## src/rtl/ni_packetizer_if.sv

```systemverilog
// Core-side request/payload handshake plus router-side flit and credit signals
// of the network-interface packetizer.
interface ni_packetizer_if #(
  parameter int DATA_WIDTH = 32
);
  logic                  pkt_valid;
  logic                  pkt_ready;
  logic [3:0]            pkt_dst;
  logic [2:0]            pkt_len;
  logic                  pl_valid;
  logic                  pl_ready;
  logic [DATA_WIDTH-1:0] pl_data;
  logic                  flit_valid;
  logic [2:0]            flit_id;
  logic [3:0]            flit_dst;
  logic [DATA_WIDTH-1:0] flit_data;
  logic                  credit_in;
  logic                  busy;

  // core / router environment that drives the packetizer
  modport master (
    output pkt_valid, pkt_dst, pkt_len, pl_valid, pl_data, credit_in,
    input  pkt_ready, pl_ready, flit_valid, flit_id, flit_dst, flit_data, busy
  );

  // packetizer itself
  modport slave (
    input  pkt_valid, pkt_dst, pkt_len, pl_valid, pl_data, credit_in,
    output pkt_ready, pl_ready, flit_valid, flit_id, flit_dst, flit_data, busy
  );
endinterface

```

## src/rtl/ni_packetizer.sv

```systemverilog
// Network-interface transmitter: serialises packet requests into
// HEADER / PAYLOAD / TAIL flits, gated by a credit counter mirroring the router FIFO.
module ni_packetizer #(
  parameter int DATA_WIDTH = 32,
  parameter int MAX_LEN    = 7,
  parameter int CREDITS    = 4
) (
  input  logic           clk,
  input  logic           rst,
  input  logic [3:0]     cur_addr,
  ni_packetizer_if.slave nif
);
  localparam int              CW           = $clog2(CREDITS + 1);
  localparam logic [CW-1:0]   CRED_MAX     = CW'(CREDITS);
  localparam logic [2:0]      FLIT_HEADER  = 3'b001;
  localparam logic [2:0]      FLIT_PAYLOAD = 3'b010;
  localparam logic [2:0]      FLIT_TAIL    = 3'b100;

  typedef enum logic [1:0] {
    IDLE = 2'd0,
    HEAD = 2'd1,
    BODY = 2'd2
  } state_t;

  state_t                state_r;
  state_t                state_s;
  logic [3:0]            dst_r;
  logic [2:0]            len_r;
  logic [2:0]            len_in_s;
  logic [2:0]            wc_r;
  logic [2:0]            wc_s;
  logic [CW-1:0]         credits_r;
  logic                  has_credit_s;
  logic                  accept_s;
  logic                  pkt_ready_s;
  logic                  pl_ready_s;
  logic                  emit_s;
  logic [2:0]            emit_id_s;
  logic [DATA_WIDTH-1:0] emit_data_s;
  logic                  flit_valid_r;
  logic [2:0]            flit_id_r;
  logic [3:0]            flit_dst_r;
  logic [DATA_WIDTH-1:0] flit_data_r;

  // Next-state, handshake and flit-emission decode
  always_comb begin
    state_s      = state_r;
    wc_s         = wc_r;
    accept_s     = 1'b0;
    pkt_ready_s  = 1'b0;
    pl_ready_s   = 1'b0;
    emit_s       = 1'b0;
    emit_id_s    = FLIT_PAYLOAD;
    emit_data_s  = '0;
    has_credit_s = (credits_r != '0);
    // Widen before comparing so the clamp stays meaningful for any MAX_LEN
    if ({1'b0, nif.pkt_len} > 4'(MAX_LEN)) begin
      len_in_s = 3'(MAX_LEN);
    end else begin
      len_in_s = nif.pkt_len;
    end
    case (state_r)
      IDLE: begin
        pkt_ready_s = 1'b1;
        if (nif.pkt_valid) begin
          accept_s = 1'b1;
          wc_s     = 3'd0;
          state_s  = HEAD;
        end else begin
          state_s  = IDLE;
        end
      end
      HEAD: begin
        if (has_credit_s) begin
          emit_s            = 1'b1;
          emit_id_s         = FLIT_HEADER;
          emit_data_s[3:0]  = dst_r;
          emit_data_s[7:4]  = cur_addr;
          emit_data_s[10:8] = len_r;
          state_s           = BODY;
        end else begin
          state_s           = HEAD;
        end
      end
      BODY: begin
        if (len_r == 3'd0) begin
          // Empty packet: a lone TAIL closes it without consuming payload
          if (has_credit_s) begin
            emit_s    = 1'b1;
            emit_id_s = FLIT_TAIL;
            state_s   = IDLE;
          end else begin
            state_s   = BODY;
          end
        end else begin
          pl_ready_s = has_credit_s;
          if (nif.pl_valid && has_credit_s) begin
            emit_s      = 1'b1;
            emit_data_s = nif.pl_data;
            wc_s        = wc_r + 3'd1;
            if (wc_r == (len_r - 3'd1)) begin
              emit_id_s = FLIT_TAIL;
              state_s   = IDLE;
            end else begin
              emit_id_s = FLIT_PAYLOAD;
              state_s   = BODY;
            end
          end else begin
            state_s = BODY;
          end
        end
      end
      default: begin
        state_s = IDLE;
      end
    endcase
  end

  // FSM state, packet descriptor and word counter registers
  always_ff @(posedge clk) begin
    if (!rst) begin
      state_r <= IDLE;
      wc_r    <= 3'd0;
      dst_r   <= 4'd0;
      len_r   <= 3'd0;
    end else begin
      state_r <= state_s;
      wc_r    <= wc_s;
      if (accept_s) begin
        dst_r <= nif.pkt_dst;
        len_r <= len_in_s;
      end else begin
        dst_r <= dst_r;
        len_r <= len_r;
      end
    end
  end

  // Credit counter: a send and a returned credit in one cycle cancel out
  always_ff @(posedge clk) begin
    if (!rst) begin
      credits_r <= CRED_MAX;
    end else if (emit_s && !nif.credit_in) begin
      credits_r <= credits_r - CW'(1);
    end else if (!emit_s && nif.credit_in && (credits_r != CRED_MAX)) begin
      credits_r <= credits_r + CW'(1);
    end else begin
      credits_r <= credits_r;
    end
  end

  // Registered flit outputs; fields hold their value between flits
  always_ff @(posedge clk) begin
    if (!rst) begin
      flit_valid_r <= 1'b0;
      flit_id_r    <= 3'd0;
      flit_dst_r   <= 4'd0;
      flit_data_r  <= '0;
    end else begin
      flit_valid_r <= emit_s;
      if (emit_s) begin
        flit_id_r   <= emit_id_s;
        flit_dst_r  <= dst_r;
        flit_data_r <= emit_data_s;
      end else begin
        flit_id_r   <= flit_id_r;
        flit_dst_r  <= flit_dst_r;
        flit_data_r <= flit_data_r;
      end
    end
  end

  assign nif.pkt_ready  = pkt_ready_s;
  assign nif.pl_ready   = pl_ready_s;
  assign nif.flit_valid = flit_valid_r;
  assign nif.flit_id    = flit_id_r;
  assign nif.flit_dst   = flit_dst_r;
  assign nif.flit_data  = flit_data_r;
  assign nif.busy       = (state_r != IDLE);

endmodule

```

## src/flat_wrapper.sv

```systemverilog
// flat-port wrapper written by rule: the top's interface ports become plain ports
module ni_packetizer_flat 
#(
  parameter int DATA_WIDTH = 32,
  parameter int MAX_LEN    = 7,
  parameter int CREDITS    = 4
)
  (clk, rst, cur_addr, nif_pkt_valid, nif_pkt_dst, nif_pkt_len, nif_pl_valid, nif_pl_data, nif_credit_in, nif_pkt_ready, nif_pl_ready, nif_flit_valid, nif_flit_id, nif_flit_dst, nif_flit_data, nif_busy);
  ni_packetizer_if #(.DATA_WIDTH(DATA_WIDTH)) nif_i ();
  input  logic clk;
  input  logic rst;
  input  logic [3:0] cur_addr;
  input wire logic [$bits(nif_i.pkt_valid)-1:0] nif_pkt_valid;
  input wire logic [$bits(nif_i.pkt_dst)-1:0] nif_pkt_dst;
  input wire logic [$bits(nif_i.pkt_len)-1:0] nif_pkt_len;
  input wire logic [$bits(nif_i.pl_valid)-1:0] nif_pl_valid;
  input wire logic [$bits(nif_i.pl_data)-1:0] nif_pl_data;
  input wire logic [$bits(nif_i.credit_in)-1:0] nif_credit_in;
  output wire logic [$bits(nif_i.pkt_ready)-1:0] nif_pkt_ready;
  output wire logic [$bits(nif_i.pl_ready)-1:0] nif_pl_ready;
  output wire logic [$bits(nif_i.flit_valid)-1:0] nif_flit_valid;
  output wire logic [$bits(nif_i.flit_id)-1:0] nif_flit_id;
  output wire logic [$bits(nif_i.flit_dst)-1:0] nif_flit_dst;
  output wire logic [$bits(nif_i.flit_data)-1:0] nif_flit_data;
  output wire logic [$bits(nif_i.busy)-1:0] nif_busy;
  assign nif_i.pkt_valid = nif_pkt_valid;
  assign nif_i.pkt_dst = nif_pkt_dst;
  assign nif_i.pkt_len = nif_pkt_len;
  assign nif_i.pl_valid = nif_pl_valid;
  assign nif_i.pl_data = nif_pl_data;
  assign nif_i.credit_in = nif_credit_in;
  assign nif_pkt_ready = nif_i.pkt_ready;
  assign nif_pl_ready = nif_i.pl_ready;
  assign nif_flit_valid = nif_i.flit_valid;
  assign nif_flit_id = nif_i.flit_id;
  assign nif_flit_dst = nif_i.flit_dst;
  assign nif_flit_data = nif_i.flit_data;
  assign nif_busy = nif_i.busy;
  ni_packetizer #(.DATA_WIDTH(DATA_WIDTH), .MAX_LEN(MAX_LEN), .CREDITS(CREDITS)) u_core (.clk(clk), .rst(rst), .cur_addr(cur_addr), .nif(nif_i));
endmodule
```

## config.mk

```make
export PLATFORM = sky130hd
export DESIGN_NAME = ni_packetizer_flat
export DESIGN_NICKNAME = d
export VERILOG_FILES = /design/src/rtl/ni_packetizer_if.sv /design/src/rtl/ni_packetizer.sv /design/src/flat_wrapper.sv
export SDC_FILE = /design/constraint.sdc
export NUM_CORES = 1
export LEC_CHECK = 0
export BUFFER_PORTS_ARGS = -buffer_cell sky130_fd_sc_hd__buf_2
export CAP_MARGIN = 10
export CORE_MARGIN = 2
export CORE_UTILIZATION = 35
export DETAILED_ROUTE_END_ITERATION = 10
export PLACE_DENSITY_LB_ADDON = 0.05
export REMOVE_ABC_BUFFERS = 1
export SYNTH_ARGS = -nofsm -noshare
export SYNTH_HDL_FRONTEND = slang
export SYNTH_SLANG_ARGS = --single-unit
```

## constraint.sdc

```tcl
create_clock -name clk -period 5 [get_ports clk]
set_input_delay 0.25 -clock clk [delete_from_list [all_inputs] [get_ports clk]]
set_output_delay 0.25 -clock clk [all_outputs]
set_load 0.02 [all_outputs]
```

# --- Word level (Yosys, flattened, before mapping) ---
# Index checks and enable logic that the tools add are counted.
op_classes:
  n_addsub: 4
  mul: 0
  div: 0
  magnitude_cmp: 0
  eq_ne: 7
  shifts: 0
  n_mux: 33
  bitwise: 0
  n_reduce_logical: 13
ops:
  columns: ["cell", "n"]
  rows:
  - ["$mux W32", 2]
  - ["$mux W3", 9]
  - ["$pmux W11 S2", 1]
  - ["$mux W21", 1]
  - ["$mux W2", 6]
  - ["$pmux W3 S2", 2]
  - ["$mux W11", 1]
  - ["$mux W1", 9]
  - ["$add A3 B1 Y3 const B", 2]
  - ["$pmux W2 S3", 1]
  - ["$reduce_bool A2 Y1", 3]
  - ["$sub A3 B1 Y3 const B", 2]
  - ["$logic_and A1 B1 Y1", 4]
  - ["$ne A2 B2 Y1 const B", 2]
  - ["$reduce_and A4 Y1", 1]
  - ["$eq A3 B3 Y1", 1]
  - ["$logic_not A3 Y1", 1]
  - ["$ne A3 B3 Y1 const B", 1]
  - ["$reduce_bool A3 Y1", 1]
  - ["$eq A2 B1 Y1 const B", 1]
  - ["$eq A2 B2 Y1 const B", 1]
  - ["$logic_not A1 Y1", 2]
  - ["$logic_not A2 Y1", 1]
  - ["$ne A2 B1 Y1 const B", 1]
  - ["$pmux W1 S2", 1]
word_totals:
  regBits: 55
  latchBits: 0
  ramBits: 0
  romBits: 0
  input_bits: 48
  out_inout_bits: 43
  wordCells: 66
  n_memories: 0

# --- Depth between registers and ports, before layout ---
# Gate-level depths: netlist of the first run.
logic_depth:
  depth_word: 10
  ltp_mapped: 10
  mapped_depth_nobuf: 10

# --- Worst setup path after synthesis of the first run ---
# No wires, ideal clock.
synth_path:
  kind: "flip-flop to flip-flop"
  from: "reg u_core.state_r[0]"
  to: "reg u_core.credits_r[1]"
  setup_time_ps: 86
  arrival_ps: 2254
  required_ps: 4914
  slack_ps: 2660
  stages_incl_launch_ff: 11
  n_path_buf: 0
  period_less_slack_ps: 2340
  cell_sequence: "dfxtp_1 -> inv_1 -> ha_1 -> o21ai_2 -> a211oi_4 -> nand2b_1 -> fa_1 -> nor2b_1 -> a31oi_1 -> o32ai_1 -> a211oi_1"
synth_between:
  elab_chain_len: 6
  word_cells_on_any_way: 9
  classes_between: "2 x eq/ne; 2 x mux; 5 x reduce/logical"
synth_rtl:
  columns: ["item", "line", "rtl"]
  rows:
  - ["from (decl)", "ni_packetizer.sv:25", "state_t state_r;"]
  - ["from (signal assigned)", "ni_packetizer.sv:127", "state_r <= state_s;"]
  - ["$eq A2 B2 Y1 / $eq A2 B1 Y1 (equally long branches)", "ni_packetizer.sv:62", "case (state_r)"]
  - ["$pmux W1 S2 *", "ni_packetizer.sv:62", null]
  - ["$logic_not A1 Y1", "ni_packetizer.sv:145", "end else if (!emit_s && nif.credit_in && (credits_r != CRED_MAX)) begin"]
  - ["$logic_and A1 B1 Y1 (2 in series)", "ni_packetizer.sv:145", null]
  - ["$reduce_bool A2 Y1 (no source line)", null, null]
  - ["to (signal assigned)", "ni_packetizer.sv:144", "credits_r <= credits_r - CW'(1);"]
  - ["to (signal assigned)", "ni_packetizer.sv:146", "credits_r <= credits_r + CW'(1);"]
  - ["to (signal assigned)", "ni_packetizer.sv:148", "credits_r <= credits_r;"]
  - ["to (decl)", "ni_packetizer.sv:32", "logic [CW-1:0] credits_r;"]
# Every way passes the cells marked *; elsewhere a longest branch is shown, timed or not.
# A chain may end at the register's enable or synchronous reset.

# --- Final worst setup path of the first run ---
layout_path:
  from: "reg u_core.len_r[0]"
  to: "reg u_core.flit_data_r[19], in the netlist u_core.nif.flit_data[19]"
layout_between:
  elab_chain_len: 3
  word_cells_on_any_way: 5
  classes_between: "4 x mux; 1 x reduce/logical"
layout_rtl:
  columns: ["item", "line", "rtl"]
  rows:
  - ["from (decl)", "ni_packetizer.sv:28", "logic [2:0] len_r;"]
  - ["from (signal assigned)", "ni_packetizer.sv:131", "len_r <= len_in_s;"]
  - ["from (signal assigned)", "ni_packetizer.sv:134", "len_r <= len_r;"]
  - ["$logic_not A3 Y1 *", "ni_packetizer.sv:86", "if (len_r == 3'd0) begin"]
  - ["$mux W1 / $mux W32 (equally long branches)", "ni_packetizer.sv:86", null]
  - ["$pmux W1 S2 / $mux W21 (equally long branches)", "ni_packetizer.sv:62", null]
  - ["to (signal assigned)", "ni_packetizer.sv:164", "flit_data_r <= emit_data_s;"]
  - ["to (signal assigned)", "ni_packetizer.sv:168", "flit_data_r <= flit_data_r;"]
  - ["to (decl)", "ni_packetizer.sv:43", "logic [DATA_WIDTH-1:0] flit_data_r;"]
# Marked as above.

==> out/qor.txt, run 1 <==
Setup TNS -> 0 ps
CTS Hold Buffers Added -> 0
Wire length per cell -> 14.1 microns
Congestion Overflow GR -> 0
WL met1 -> 2.65 mm
Antenna violations before repair -> 0
CP startpoint kind -> register
Global-route wire length before repair -> 9.42 mm
HPWL after detailed placement -> 3.99 mm
Number of synthesized flops with an enable pin -> 0
Routed wl met2 -> 2.69 mm
Hold_sp -> nif_pl_data[27]
Min cycle time layout -> 2940 ps
Synth cell count leaders -> dfxtp_1, nand2_1, a22o_1, a21oi_1, nor2_1
Max-slew headroom -> 0.229
Rows -> 30
TritonCTS Buffers -> 5
CTS Sinks -> 55
Post-route DRC -> 0
Unique masters post-synth -> 51
Area of the core -> 0.00676 sq mm
IO buf count -> 90
Pwr dens -> 290 mW/mm^2
Register area share after synthesis -> 0.455
Number of synthesized register bits -> 55
Worst setup EP type -> register
Final antenna-violating net count -> 0
Post-synth top area share -> 0.455
H-tree depth reported by CTS -> 2
Synth warnings -> 0
DR WL met3 -> 431 microns
Worst r2r dst -> u_core.nif.flit_data[19]$_SDFFE_PN0P_
CTS resizes -> 0
Max Root-Sink Buffers -> 2
Worst EP required -> 5260 ps
Delay-heaviest family, CP -> simple AND/OR/NAND/NOR gates
Pin count of the biggest net entering global routing -> 34
Final worst path period share -> 0.587
Initial DRC count -> 60
Worst-margin pin slew -> 1150 ps
Post-Syn Area -> 0.00242 sq mm
Worst R2R Start -> u_core.len_r[0]$_SDFFE_PN0P_
Die Ht -> 87.1 microns
Max Clock Skew -> 10.4 ps
Area delta synth->final -> 24.3%
Top-count cell post-synth -> dfxtp_1
CP arrival -> 3190 ps
Min-delay worst type -> input pin to register
Diode count -> 0
CTS tree -> done
Crit-path cells -> inv_1 > ha_1 > nor2b_1 > nor3_2 > and3_1 > a22o_1
Share of layout cells above drive strength 1 -> 0.358
Starting density of the core -> 0.358
Total number of vias -> 2,098
RePlAce Congestion -> 0.819
Hold_ws -> 140 ps
Top Metal Used -> met4
Mapped Avg Cell Area -> 9.71 sq um
Setup CP Type -> register to register
Max cap viols -> 0
Vias in the first global route -> 2,004
Clock latency on the worst-skew pair -> 320 ps
Status -> finished clean
Main area contributors after synthesis -> dfxtp_1, a22o_1, a221oi_2
Worst ir drop on vdd -> 0.117 mV
DRT Pass-1 Iters -> 4
Worst min-delay path endpoint -> u_core.nif.flit_data[27]$_SDFFE_PN0P_
Hold Path Cell Cnt -> 2
Final setup vio count -> 0
Post-synthesis cell count -> 249
CTS root buffer -> clkbuf_8
Critical path fanouts, max -> 21
DIE AREA -> 0.00759 sq mm
All-Layer GR Usage -> 0.158
Reg-to-reg slack, setup -> 2060 ps
Crit-path slowest cell -> nor3_2
Die width -> 87.1 microns
Drt total wl -> 5.84 mm
Vias per cell -> 5.06
R2r worst-path depth -> 6
IO Pins -> 91
Fmax -> 341 MHz
Ys async rst share -> 0
Setup bufs post-CTS -> 0
Nets -> 390
Final Hold Fails -> 0
Final Max Tran Viols -> 0
Ys flop type -> dfxtp_1
Worst path bufs/invs -> 1
CP max stage delay -> 940 ps
RSZ-0062 raised after global routing -> false
Clk pin slew, worst setup/hold paths -> 100 ps
Area leader, netlist -> dfxtp_1
Static Leak -> 1.36 nW
state kept, by name, indices dropped and copies added (netlist names):
register               count
u_core.len_r               3
u_core.nif.flit_data      32
u_core.nif.flit_dst        4
u_core.nif.flit_id         3
u_core.credits_r           3
u_core.state_r             2
u_core.wc_r                3
u_core.dst_r               4
u_core.nif.flit_valid      1
final cells by class:
cell class                 count  area [sq um]
fill                         694          3750
multi-input combinational    171          1210
sequential                    55          1100
timing repair buffer          92           465
tap                           80           100
clock buffer                   6          82.6
inverter                       9          33.8
clock inverter                 2          13.8
per-stage QoR:
step	std cells	cell area, sq um	util	power, W	setup WS (ps)
final	415	3000	0.445	0.000872	2060
after detailed placement	407	2910	0.430	0.000614	2060
after floorplan	235	2340	-	0.000561	2490
after global routing	415	3000	0.445	0.000919	1780
after global placement	407	2910	0.430	0.000614	2090
after CTS	415	3000	0.445	0.000884	2030
kinds of logic after synthesis:
group	share of synthesized area
adders and majority gates	0.0445
DFF	0.455
and+or+nand+nor	0.172
muxes	0.00414
buffers and inverters	0.0450
xor gates and xnor gates	0.0181
AOI/OAI and AO/OA	0.261
worst max path at each step:
stage,from,end,slack (ps),cells past startpoint
floorplan,u_core.state_r[0]$_SDFF_PN0_,u_core.credits_r[1]$_SDFFE_PN0P_,2490,10
global placement,u_core.len_r[0]$_SDFFE_PN0P_,u_core.nif.flit_data[11]$_SDFFE_PN0P_,2090,6
detailed placement,u_core.len_r[0]$_SDFFE_PN0P_,u_core.nif.flit_data[11]$_SDFFE_PN0P_,2060,6
CTS,u_core.len_r[0]$_SDFFE_PN0P_,u_core.nif.flit_data[19]$_SDFFE_PN0P_,2030,6
global route,u_core.len_r[0]$_SDFFE_PN0P_,u_core.nif.flit_data[16]$_SDFFE_PN0P_,1780,6
finish,u_core.len_r[0]$_SDFFE_PN0P_,u_core.nif.flit_data[19]$_SDFFE_PN0P_,2060,6
metal layers:
layer | global-route usage | up-vias
met4 | 0.0476 | 0
li1 | - | 1074
met3 | 0.0540 | 7
met5 | 0 | -
met1 | 0.193 | 950
met2 | 0.263 | 67
cell usage in the layout, fill, tap and decap left out, types with 3 or more instances in the layout:
cell      count
o21ai_0       3
dfxtp_1      55
a221oi_2     10
buf_2        90
nor3_1       14
a21oi_1      17
and2_1        3
a22o_1       21
nor2_1       17
ha_1          7
nor2b_1       4
nand2_1      29
inv_1         9
xor2_1        4
clkbuf_8      6
where the power goes:
part / internal, W / leakage [nW] / switching, W
clock network: 0.000114 / 0.0516 / 0.000155
registers: 0.000452 / 0.445 / 0.0000132
logic: 0.0000541 / 0.862 / 0.0000838
No activity file was read; power rests on OpenSTA's default activity.
==> inputs of run 2 (changes only) <==
clock period = 3 ns   (was 5 ns; I/O delays follow)
==> run 2 against run 1 <==
Effect of this change: sequential share of layout area decreased by 0.23 points; flip-flop and latch count unchanged; wire length increased by 0.21%; global-route usage about the same; clock skew decreased by 3.5 ps; hold slack got worse by 100 ps; critical path type unchanged; count of clock-buffer cells in the layout decreased by 1; largest power group unchanged; first-iteration DRC count increased by 30%; non-clock buffer count increased by 3; die area unchanged.
==> out/qor.txt, run 2 (synthesis results as in run 1) <==
Min-delay worst type -> input pin to register
CP arrival -> 2570 ps (-620 ps)
Share of layout cells above drive strength 1 -> 0.364 (+0.00570)
Wire length per cell -> 14.0 microns (-0.51%)
Max Root-Sink Buffers -> 2 (unchanged)
Max Clock Skew -> 6.84 ps (-3.54 ps)
Min cycle time layout -> 2340 ps (-596 ps)
Area delta synth->final -> 25.1%
Die width -> 87.1 microns (unchanged)
Flip-flop count of the largest register after layout -> 32 (unchanged)
Diode count -> 0 (unchanged)
Nets -> 393 (+0.77%)
Drt total wl -> 5.85 mm (+0.21%)
Net Sw Power -> 0.000425 W (+68%)
CTS Sinks -> 55 (unchanged)
Max-slew headroom -> 0.504 (+0.275)
RePlAce Congestion -> 0.815 (-0.50%)
R2r worst-path depth -> 10 (+4)
Placement-stage worst setup slack -> 667 ps (-1400 ps)
Commonest non-fill, non-tap cell in the layout -> buf_2
Final worst path period share -> 0.780 (+0.193)
Clk pin slew, worst setup/hold paths -> 110 ps (about the same)
CTS resizes -> 0 (unchanged)
Starting density of the core -> 0.358 (unchanged)
IO buf count -> 90 (unchanged)
Pin count of the biggest net entering global routing -> 22 (-35%)
Congestion Overflow GR -> 0 (unchanged)
Flop pwr share -> 0.539 (+0.006)
Hold Path Cell Cnt -> 2 (unchanged)
Clk pwr share -> 0.299 (-0.010)
Fmax -> 427 MHz (+25%)
Static Leak -> 1.37 nW (+0.66%)
Setup CP Type -> register to register
Status -> finished clean
DRT Pass-1 Iters -> 4 (unchanged)
RSZ-0062 raised after global routing -> false
CP startpoint kind -> register
Critical path fanouts, max -> 5 (-76%)
Internal -> 0.00101 W (+64%)
Worst setup EP type -> register
Area of the core -> 0.00676 sq mm (unchanged)
Setup TNS -> 0 ps (unchanged)
Fin cells -> 418 (+0.72%)
Global-route wire length before repair -> 9.52 mm (+1.0%)
Antenna violations before repair -> 0 (unchanged)
Vias in the first global route -> 1,956 (-2.4%)
Total number of vias -> 2,119 (+1.0%)
Most frequent cells in the layout -> buf_2, dfxtp_1, nand2_1
Final Hold Fails -> 0 (unchanged)
IO Pins -> 91 (unchanged)
CTS tree -> done
Setup bufs post-CTS -> 0 (unchanged)
DIE AREA -> 0.00759 sq mm (unchanged)
Final setup vio count -> 0 (unchanged)
Post-Place Cells -> 410 (+0.74%)
Worst-margin pin slew -> 744 ps (-406 ps)
Setup slack after layout -> 661 ps (-1400 ps)
Vias per cell -> 5.07 (+0.28%)
Hold_sp -> nif_pl_data[30]
TritonCTS Buffers -> 5 (unchanged)
Worst R2R Start -> u_core.state_r[0]$_SDFF_PN0_
CTS Hold Buffers Added -> 0 (unchanged)
Final Max Tran Viols -> 0 (unchanged)
Rows -> 30 (unchanged)
Initial DRC count -> 78 (+30%)
Worst r2r dst -> u_core.credits_r[1]$_SDFFE_PN0P_
Reg-to-reg slack, setup -> 660 ps (-1400 ps)
Final antenna-violating net count -> 0 (unchanged)
HPWL after detailed placement -> 4.05 mm (+1.6%)
Net Sw Frac -> 0.295 (+0.00583)
Die Ht -> 87.1 microns (unchanged)
Worst EP required -> 3230 ps (-2030 ps)
CTS root buffer -> clkbuf_8
Worst min-delay path endpoint -> u_core.nif.flit_data[30]$_SDFFE_PN0P_
Post-route DRC -> 0 (unchanged)
Pwr dens -> 476 mW/mm^2 (+64%)
H-tree depth reported by CTS -> 2 (unchanged)
Worst ir drop on vdd -> 0.188 mV (+61%)
All-Layer GR Usage -> 0.158 (about the same)
Logic pwr share -> 0.162 (+0.004)
Max cap viols -> 0 (unchanged)
Clock latency on the worst-skew pair -> 310 ps (about the same)
-- run 2: stage by stage --
step | total power (W) | instance area, sq um | util | hold WS (ps)
2_1_floorplan | 0.000936 | 2340 | - | 276
3_3_place_gp | 0.00103 | 2930 | 0.434 | 359
3_5_place_dp | 0.00103 | 2930 | 0.434 | 363
4_1_cts | 0.00147 | 3020 | 0.447 | 28.9
5_1_grt | 0.00153 | 3020 | 0.447 | 23.9
6_report | 0.00144 | 3020 | 0.447 | 36.8
-- run 2: how the worst max path moves through the flow --
stage                                      start                          endpoint  slack (ps)  cells after the start
floorplan           u_core.state_r[0]$_SDFF_PN0_  u_core.credits_r[1]$_SDFFE_PN0P_         490                     10
global placement    u_core.state_r[0]$_SDFF_PN0_  u_core.credits_r[1]$_SDFFE_PN0P_         740                     10
detailed placement  u_core.state_r[0]$_SDFF_PN0_  u_core.credits_r[1]$_SDFFE_PN0P_         670                     10
CTS                 u_core.state_r[0]$_SDFF_PN0_  u_core.credits_r[1]$_SDFFE_PN0P_         650                     10
global route        u_core.state_r[0]$_SDFF_PN0_  u_core.credits_r[1]$_SDFFE_PN0P_         500                     10
finish              u_core.state_r[0]$_SDFF_PN0_  u_core.credits_r[1]$_SDFFE_PN0P_         660                     10
-- run 2: cell type report --
class,instances,area [sq um]
timing repair buffer,95,488
clock buffer,5,68.8
clock inverter,3,23.8
sequential,55,1100
inverter,9,33.8
tap,80,100
fill,664,3730
multi-input combinational,171,1210
-- run 2: critical path, cell delays in order (launching register included) --
cell and delay, ps:
dfxtp_1 370, inv_1 70, ha_1 350, o21ai_2 120
a211oi_4 230, nand2b_1 100, fa_1 440, nor2b_1 150
a31oi_1 140, o32ai_1 100, a211oi_1 200
-- run 2: per-layer routing --
metal / track usage / vias to the layer above / routed length (microns)
met5: 0 / - / 0
met4: 0.0336 / 0 / 41
met3: 0.0436 / 4 / 393
met2: 0.263 / 77 / 2650
met1: 0.206 / 958 / 2770
li1: - / 1080 / -
-- run 2: power by group through the flow --
stage,registers [W],logic (W),clock network (W)
after floorplan,0.000800,0.000135,0
after global placement,0.000792,0.000234,0
after detailed placement,0.000792,0.000234,0
after CTS,0.000775,0.000235,0.000456
after global routing,0.000779,0.000260,0.000486
final,0.000775,0.000233,0.000431
==> inputs of run 3 (changes only) <==
clock period = 2 ns   (was 3 ns; I/O delays follow)
==> run 3 against run 2 <==
Effect of this change: the flow now finishes with violations (setup timing); fmax grew 15%; critical path depth grew 1; highest routed layer unchanged; sequential power grew 48%; largest cell class unchanged; non-clock buffer count grew 34; count of clock-buffer cells in the layout grew 1; clock skew is essentially flat; wire length grew 6.1%.
==> out/qor.txt, run 3 (synthesis results as in run 1) <==
Max-slew headroom -> 0.670 (+0.166)
Final Max Tran Viols -> 0 (unchanged)
Min-delay worst type -> input pin to register
Area delta synth->final -> 41.4%
Post-Place Cells -> 427 (+4.1%)
Fmax -> 492 MHz (+15%)
Worst-margin pin slew -> 494 ps (-250 ps)
CTS root buffer -> clkbuf_8
Critical path fanouts, max -> 2 (-3)
RSZ-0062 raised after global routing -> true
CP max stage delay -> 440 ps (about the same)
Final antenna-violating net count -> 0 (unchanged)
Failing checks -> setup timing
CP arrival -> 2270 ps (-300 ps)
Setup slack after layout -> -30.8 ps (-692 ps)
CP startpoint -> u_core.state_r[0]$_SDFF_PN0_
Final Hold Fails -> 0 (unchanged)
Vias in the first global route -> 2,127 (+8.7%)
Static Leak -> 1.55 nW (+13%)
All-Layer GR Usage -> 0.167 (+0.00856)
Area of the core -> 0.00676 sq mm (unchanged)
Max Clock Skew -> 6.49 ps (-0.355 ps)
IO Pins -> 91 (unchanged)
DIE AREA -> 0.00759 sq mm (unchanged)
CTS tree -> done
Status -> finished, violations left
Worst R2R Start -> u_core.state_r[0]$_SDFF_PN0_
Clock latency on the worst-skew pair -> 310 ps (about the same)
Crit-path cells -> inv_2 > buf_4 > ha_4 > o21ai_4 > a211oi_4 > nand2b_1 > fa_2 > nor2b_1 > a31oi_1 > o32ai_1 > a211oi_1
RePlAce Congestion -> 0.810 (-0.65%)
Dpl cell area -> 0.00307 sq mm (+4.8%)
Worst EP required -> 2240 ps (-990 ps)
Clk pin slew, worst setup/hold paths -> 100 ps (about the same)
Starting density of the core -> 0.358 (unchanged)
Most frequent cells in the layout -> buf_2, dfxtp_1, nand2_1
Worst setup EP type -> register
Fin cells -> 452 (+8.1%)
Setup CP Type -> register to register
Total number of vias -> 2,266 (+6.9%)
Global-route wire length before repair -> 10.0 mm (+5.1%)
Die Ht -> 87.1 microns (unchanged)
CTS Sinks -> 55 (unchanged)
Pwr dens -> 690 mW/mm^2 (+45%)
Initial DRC count -> 79 (+1.3%)
Antenna violations before repair -> 0 (unchanged)
Wire length per cell -> 13.7 microns (-1.9%)
Crit-path slowest cell -> fa_2
Nets -> 427 (+8.7%)
Max cap viols -> 0 (unchanged)
Vias per cell -> 5.01 (-1.1%)
Final non-filler cell area -> 0.00342 sq mm (+13%)
Post-route DRC -> 0 (unchanged)
Drt total wl -> 6.21 mm (+6.1%)
Max Root-Sink Buffers -> 2 (unchanged)
Hold_ws -> 12.7 ps (-24.1 ps)
Pin count of the biggest net entering global routing -> 33 (+50%)
CP startpoint kind -> register
FILL cells -> 647 (-2.6%)
Final setup vio count -> 1 (+1)
Min cycle time layout -> 2030 ps (-308 ps)
Congestion Overflow GR -> 0 (unchanged)
TritonCTS Buffers -> 5 (unchanged)
Rows -> 30 (unchanged)
Diode count -> 0 (unchanged)
Die width -> 87.1 microns (unchanged)
HPWL after detailed placement -> 4.16 mm (+2.7%)
Worst ir drop on vdd -> 0.348 mV (+85%)
IO buf count -> 90 (unchanged)
Flip-flop count of the largest register after layout -> 32 (unchanged)
Hold_sp -> nif_pl_data[12]
Final worst path period share -> 1.02 (+0.236)
DRT Pass-1 Iters -> 4 (unchanged)
Commonest non-fill, non-tap cell in the layout -> buf_2
Share of layout cells above drive strength 1 -> 0.403 (+0.0393)
Setup TNS -> -30.8 ps (-30.8 ps)
H-tree depth reported by CTS -> 2 (unchanged)
-- run 3: timing repair --
item / 4_1_cts / 5_1_grt
resized for setup: 16 / 0
setup endpoints to repair: 23 / 2
pin swaps: 5 / 0
endpoints found under the hold margin: 17 / 0
hold buffers: 17 / 0
buffers inserted: 0 / 0
-- run 3: worst paths after layout --
| path | to | slack [ps] | cells past startpoint |
|---|---|---|---|
| worst max register to register | u_core.credits_r[1]$_SDFFE_PN0P_ | -30 | 11 |
| worst max-delay path | u_core.credits_r[1]$_SDFFE_PN0P_ | -30 | 11 |
| worst min-delay path | u_core.nif.flit_data[12]$_SDFFE_PN0P_ | 10 | 2 |
| worst min register to register | u_core.nif.flit_dst[2]$_SDFFE_PN0P_ | 460 | 2 |
-- run 3: critical path, delay by kind of cell, from the launching register on --
| kind | cells | cell delay, ps |
|---|---|---|
| compound gates | 5 | 600 |
| fa+ha+maj | 2 | 600 |
| flops | 1 | 350 |
| simple gates | 2 | 230 |
| buf+inv | 2 | 180 |
-- run 3: through the flow --
step | total power, W | utilization | setup slack, ps
after global placement | 0.00159 | 0.454 | -199
final | 0.00236 | 0.506 | -30.8
after floorplan | 0.00140 | - | -513
after detailed placement | 0.00159 | 0.454 | -230
after CTS | 0.00239 | 0.506 | -39.9
after global routing | 0.00248 | 0.506 | -166
-- run 3: per-layer routing --
| metal | part of all wire | track usage | wire [microns] |
|---|---|---|---|
| met5 | 0 | 0 | 0 |
| met4 | 0.0058 | 0.0378 | 36 |
| met3 | 0.068 | 0.0398 | 421 |
| met2 | 0.46 | 0.287 | 2840 |
| met1 | 0.47 | 0.212 | 2910 |
-- run 3: power breakdown --
group / internal, W / switching, W / total, W
combinational: 0.000210 / 0.000244 / 0.000454
sequential: 0.00113 / 0.0000227 / 0.00115
clock: 0.000379 / 0.000373 / 0.000752
-- run 3: cell type report --
cell class	count	area, sq um	share of cell area
multi-input cells	171	1270	0.371
flip-flops and latches	55	1100	0.323
repair buffers	129	802	0.235
well taps	80	100	0.0293
clock buffers	6	72.6	0.0212
clock inverters	2	38.8	0.0114
inverters	9	33.8	0.00989
